## config.mk

```make
export PLATFORM = sky130hd
export DESIGN_NAME = uart_tx_arbiter
export DESIGN_NICKNAME = d
export VERILOG_FILES = /design/src/rtl/uart_tx_arb_pkg.sv /design/src/rtl/rr_priority_picker.sv /design/src/rtl/uart_tx_arbiter.sv
export SDC_FILE = /design/constraint.sdc
export NUM_CORES = 1
export LEC_CHECK = 0
export ABC_AREA = 1
export CELL_PAD_IN_SITES_DETAIL_PLACEMENT = 0
export CELL_PAD_IN_SITES_GLOBAL_PLACEMENT = 1
export CORE_ASPECT_RATIO = 0.7
export CORE_MARGIN = 1.5
export CORE_UTILIZATION = 30
export CTS_BUF_LIST = sky130_fd_sc_hd__clkbuf_16
export DETAILED_ROUTE_END_ITERATION = 12
export PLACE_DENSITY_LB_ADDON = 0.1
export SYNTH_ARGS = -nofsm -noshare
export SYNTH_HDL_FRONTEND = slang
export SYNTH_SLANG_ARGS = --single-unit
```

## constraint.sdc

```tcl
create_clock -name clock_i -period 4.36 [get_ports clock_i]
set_input_delay 1.09 -clock clock_i [delete_from_list [all_inputs] [get_ports clock_i]]
set_output_delay 1.09 -clock clock_i [all_outputs]
set_load 0.01 [all_outputs]
```

## src/rtl/uart_tx_arb_pkg.sv

```systemverilog
// Shared constants, FSM state encoding and a one-hot decode helper for the
// four-requester UART transmit arbiter.
package uart_tx_arb_pkg;

  localparam int N_REQ   = 4;
  localparam int IDX_W   = 2;
  localparam int BYTE_W  = 8;
  localparam int BURST_W = 6;
  localparam int TIMEOUT = 16;
  localparam int TMO_W   = 4;

  typedef enum logic {
    IDLE   = 1'b0,
    STREAM = 1'b1
  } state_e;

  function automatic logic [IDX_W-1:0] onehot_to_idx(input logic [N_REQ-1:0] oh);
    logic [IDX_W-1:0] idx;
    idx = '0;
    for (int i = 0; i < N_REQ; i++) begin
      if (oh[i]) idx = idx | IDX_W'(i);
    end
    return idx;
  endfunction

endpackage

```

## src/rtl/rr_priority_picker.sv

```systemverilog
// Combinational round-robin picker: first requester at or after
// last_owner+1 (wrapping), returned one-hot together with a found flag.
module rr_priority_picker
  import uart_tx_arb_pkg::*;
(
  input  logic [N_REQ-1:0] req_i,
  input  logic [IDX_W-1:0] last_owner_i,
  output logic [N_REQ-1:0] pick_o,
  output logic             valid_o
);

  logic [IDX_W-1:0] cand;

  always_comb begin
    pick_o  = '0;
    valid_o = 1'b0;
    cand    = '0;
    // Offset N_REQ wraps to the last owner itself, so it is tried last.
    for (int k = 1; k <= N_REQ; k++) begin
      cand = last_owner_i + IDX_W'(k);
      if (!valid_o && req_i[cand]) begin
        pick_o[cand] = 1'b1;
        valid_o      = 1'b1;
      end
    end
  end

endmodule

```

## src/rtl/uart_tx_arbiter.sv

```systemverilog
// Arbitrates four byte streams onto one transmitter FIFO write port, holding
// a grant per message with burst-limit and idle-timeout release.
module uart_tx_arbiter
  import uart_tx_arb_pkg::*;
(
  input  logic                   clock_i,
  input  logic                   reset_i,
  input  logic [N_REQ-1:0]       req_valid_i,
  input  logic [N_REQ*BYTE_W-1:0] req_data_i,
  input  logic [N_REQ-1:0]       req_last_i,
  output logic [N_REQ-1:0]       req_ready_o,
  input  logic [BURST_W-1:0]     max_burst_i,
  output logic [BYTE_W-1:0]      data_o,
  output logic                   data_write_o,
  input  logic                   data_buffer_full_i,
  output logic [N_REQ-1:0]       grant_o,
  output logic                   busy_o
);

  state_e             state_q, state_d;
  logic [IDX_W-1:0]   owner_q, owner_d;
  logic [IDX_W-1:0]   last_owner_q, last_owner_d;
  logic [BURST_W-1:0] burst_q, burst_d;
  logic [TMO_W-1:0]   idle_q, idle_d;

  logic [N_REQ-1:0]   pick;
  logic               pick_valid;
  logic               transfer;
  logic               owner_valid;
  logic               release_grant;
  logic [BURST_W-1:0] burst_inc;
  logic [BYTE_W-1:0]  owner_byte;

  rr_priority_picker u_picker (
    .req_i        (req_valid_i),
    .last_owner_i (last_owner_q),
    .pick_o       (pick),
    .valid_o      (pick_valid)
  );

  assign owner_byte = req_data_i[{owner_q, 3'b000} +: BYTE_W];

  always_comb begin
    state_d       = state_q;
    owner_d       = owner_q;
    last_owner_d  = last_owner_q;
    burst_d       = burst_q;
    idle_d        = idle_q;
    transfer      = 1'b0;
    owner_valid   = 1'b0;
    release_grant = 1'b0;
    burst_inc     = burst_q + BURST_W'(1);

    case (state_q)
      IDLE: begin
        if (pick_valid) begin
          owner_d = onehot_to_idx(pick);
          burst_d = '0;
          idle_d  = '0;
          state_d = STREAM;
        end
      end
      STREAM: begin
        owner_valid = req_valid_i[owner_q];
        transfer    = owner_valid && !data_buffer_full_i;

        // A stalled-but-valid owner is not idle; only an absent byte counts.
        if (owner_valid) begin
          idle_d = '0;
        end else if (idle_q == TMO_W'(TIMEOUT - 1)) begin
          release_grant = 1'b1;
        end else begin
          idle_d = idle_q + TMO_W'(1);
        end

        if (transfer) begin
          burst_d = burst_inc;
          if (req_last_i[owner_q] ||
              ((max_burst_i != '0) && (burst_inc == max_burst_i))) begin
            release_grant = 1'b1;
          end
        end

        if (release_grant) begin
          state_d      = IDLE;
          last_owner_d = owner_q;
        end
      end
      default: state_d = IDLE;
    endcase
  end

  always_ff @(posedge clock_i) begin
    if (reset_i) begin
      state_q      <= IDLE;
      owner_q      <= '0;
      last_owner_q <= IDX_W'(N_REQ - 1);
      burst_q      <= '0;
      idle_q       <= '0;
    end else begin
      state_q      <= state_d;
      owner_q      <= owner_d;
      last_owner_q <= last_owner_d;
      burst_q      <= burst_d;
      idle_q       <= idle_d;
    end
  end

  assign busy_o       = (state_q == STREAM);
  assign data_write_o = transfer;
  assign data_o       = transfer ? owner_byte : '0;

  generate
    for (genvar gi = 0; gi < N_REQ; gi++) begin : g_port
      assign grant_o[gi]     = busy_o   && (owner_q == IDX_W'(gi));
      assign req_ready_o[gi] = transfer && (owner_q == IDX_W'(gi));
    end
  endgenerate

endmodule

```

==> flow_summary.json <==
{
  "ys.warnings.count": 0,
  "timing.clock.skew_ns": 0.00153,
  "slowest_stage_cell_cp": "sky130_fd_sc_hd__clkdlybuf4s50_1",
  "cp_common_cell": "sky130_fd_sc_hd__clkdlybuf4s50_1",
  "worst-endpoint-arrival_ns": 3.01,
  "count_of_cells_resized_by_post_cts_repair": 0,
  "place.port_buffers": 66,
  "clock_sink_count": 15,
  "yosysSeqAreaShare_pct": 18.7,
  "tightest_slew_ns": 0.519,
  "routed.top_layer": "met4",
  "via_per_inst": 4.59,
  "power.density_cell_area_nw_per_um2": 261,
  "route.met2.wl_mm": 2.03,
  "critical_path.cell_chain": "clkdlybuf4s50_1, inv_1, nor2_1, nor3_2, o21ai_2, inv_4, nor2_4, nand2_4, a31oi_1, clkdlybuf4s50_1",
  "detailedPlacementHpwl_mm": 3.83,
  "drt_iter0_drc": 44,
  "path_max_fanout": 13,
  "synthCells": 264,
  "tritoncts.num_buffers": 3,
  "synth_area_leaders": "sky130_fd_sc_hd__dfxtp_1 19%, sky130_fd_sc_hd__nand2_1 16%, sky130_fd_sc_hd__nand3_1 7.5%, sky130_fd_sc_hd__nor2_1 7.5%, sky130_fd_sc_hd__ha_1 7.0%",
  "yosys.area.top_type_share_pct": 18.7,
  "die-width_um": 90.5,
  "path_class": "input pin to output pin",
  "drt-pass1-iter-count": 4,
  "unrepaired_setup_endpoints_after_global_routing": "false",
  "maxCapViolations": 0,
  "total_wire_length_mm": 4.69,
  "endpoint_kind_of_the_worst_setup_timing_path": "output pin",
  "total_number_of_vias": 1845,
  "clk_pin_slew_worst_paths_ns": 0.05,
  "post_drt_wl_per_cell_um": 11.7,
  "clock_latency_late_sink_ns": 0.25,
  "num_rows": 22,
  "chipHeight_um": 64.3,
  "finalCritPeriodShare_pct": 94.1,
  "global_route.usage.total_pct": 16.8,
  "design.final.nets": 389,
  "fin_setup_tns_ns": 0,
  "core_region_area_um2": 5200,
  "cts_max_path_buffers": 2,
  "design.portCount": 67,
  "leakage_nw": 1.04,
  "setup_viol": 0,
  "synth.lib_cells_used.distinct": 32,
  "vdd_ir_drop_max_mv": 0.122,
  "post-route-min-period_ns": 4.10,
  "max_stage_delay_ns": 0.56,
  "synthesis.nets": 322,
  "met3_length_um": 180,
  "drt-met1-wl_mm": 2.47,
  "post_cts_hold_buffer_count": 0,
  "nature_of_the_critical_path_startpoint": "input pin",
  "worst-path-buf-inv": 4,
  "cts.repair_timing.setup_buffer_count": 0,
  "die_area_um2": 5820,
  "flow.area_growth_from_synthesis_pct": 50.1,
  "async_flop_share_pct": 0,
  "synth_common_cells": "69 x sky130_fd_sc_hd__nand2_1, 32 x sky130_fd_sc_hd__nor2_1, 29 x sky130_fd_sc_hd__inv_1",
  "cts.htree.levels": 1,
  "cell_type_with_the_largest_total_area_after_synthesis": "sky130_fd_sc_hd__dfxtp_1",
  "vias_in_the_first_global_route": 1704,
  "root_buffer": "sky130_fd_sc_hd__clkbuf_16",
  "pre_cts_ws_ns": 0.277,
  "cp_data_required_time_ns": 3.27,
  "route.detailed.drc": 0,
  "maximum_number_of_pins_on_one_net_before_global_route_repair": 14,
  "final_layout_size_suffix_gt1_share_pct": 12.7,
  "final_antenna_net_count": 0,
  "clock_tree_from_tritoncts": "built",
  "place.gp.congestion": 0.771,
  "timing.final.max_slew_violations": 0,
  "fin_total_pwr_uw": 631,
  "grt_pass1_wl_mm": 7.89,
  "syn_avg_cell_area_um2": 6.09,
  "crit_family": "buffers and inverters",
  "synth_seq_cells": 15,
  "globalRoute.totalOverflow": 0,
  "postSynth.topFlopCell": "sky130_fd_sc_hd__dfxtp_1",
  "initial_utilization_pct": 30.9,
  "yosys.cell_count.top_type": "sky130_fd_sc_hd__nand2_1",
  "finalWorstSetupSlack_ns": 0.258,
  "syn_area_um2": 1610,
  "synth-edff-count": 0,
  "slew_headroom_pct": 65.3,
  "antenna-diode-count": 0,
  "class_of_the_most_critical_hold_timing_path": "flip-flop to flip-flop",
  "fmax_mhz": 244,
  "number_of_antenna_violations_at_the_first_check_in_global_routing": 0,
  "outcome": "finished, final reports clean",
  "hold_viol": 0
}
-- layout make-up --
cell class	instances	area [µm²]
Clock buffer	3	75.1
Clock inverter	1	5.00
Fill cell	542	2790
Inverter	38	148
Multi-Input combinational cell	207	1140
Sequential cell	15	300
Tap cell	72	90.1
Timing Repair Buffer	66	661
-- placed cells by master (no fill, tap or decap), drive strengths merged, types with 2 or more instances in the layout --
cell / n
a22oi: 9
clkinv: 2
a21oi: 11
ha: 9
a31oi: 8
nand3: 24
nor2: 36
nand2: 82
o21ai: 19
nor3: 3
clkbuf: 3
clkdlybuf4s50: 66
inv: 37
dfxtp: 15
-- where the power goes --
| part | internal [mW] | switching (mW) |
|---|---|---|
| logic | 0.124 | 0.158 |
| registers | 0.148 | 0.0201 |
| clock network | 0.123 | 0.0570 |
| total | 0.395 | 0.236 |
-- worst reg2reg max path: stages (launching register included) --
cell and delay (ns):
sky130_fd_sc_hd__dfxtp_1 0.64, sky130_fd_sc_hd__inv_1 0.19, sky130_fd_sc_hd__ha_1 0.42, sky130_fd_sc_hd__inv_1 0.07, sky130_fd_sc_hd__o21ai_0 0.35, sky130_fd_sc_hd__nand2_2 0.14, sky130_fd_sc_hd__nor2_4 0.12, sky130_fd_sc_hd__nor2_4 0.07
sky130_fd_sc_hd__nor2_8 0.18, sky130_fd_sc_hd__nand2_2 0.07, sky130_fd_sc_hd__a21oi_2 0.12
-- cells by family after synthesis --
kind of cell,share of synthesized area [%]
AO/OA/AOI/OAI,20.4
XOR/XNOR,0.544
adder cells (fa/ha/maj),7.00
buffers and inverters,10.7
flip-flops,18.7
AND/OR/NAND/NOR,42.7
-- registers in the layout (all words and copies together), names as in the netlist --
register      cells
owner_q           2
idle_q            4
busy_o            1
burst_q           6
last_owner_q      2
-- path summary, 6_finish.rpt --
kind / start / endpoint / slack, ns / cells past startpoint
worst min-delay path: burst_q[5]$_SDFFE_PP0P_ / burst_q[5]$_SDFFE_PP0P_ / 0.48 / 2
worst max register to register: last_owner_q[0]$_SDFFE_PP1P_ / burst_q[5]$_SDFFE_PP0P_ / 1.94 / 10
worst min register to register: burst_q[5]$_SDFFE_PP0P_ / burst_q[5]$_SDFFE_PP0P_ / 0.48 / 2
worst max-delay path: req_valid_i[3] / data_o[2] / 0.26 / 10
-- per-stage QoR --
step / instance area, µm² / util (%) / cells / hold WS [ns]
6_report: 2410 / 46.4 / 402 / 0.479
5_1_grt: 2410 / 46.4 / 402 / 0.493
4_1_cts: 2410 / 46.4 / 402 / 0.473
3_5_place_dp: 2330 / 44.9 / 398 / 0.466
3_3_place_gp: 2330 / 44.9 / 398 / 0.467
2_1_floorplan: 1610 / - / 264 / 0.448
-- metal layers --
metal / track usage, % / vias up
li1: - / 991
met1: 23.4 / 818
met2: 26.6 / 34
met3: 4.29 / 2
met4: 1.79 / 0
met5: 0 / -
(Power assumes the default switching activity.)
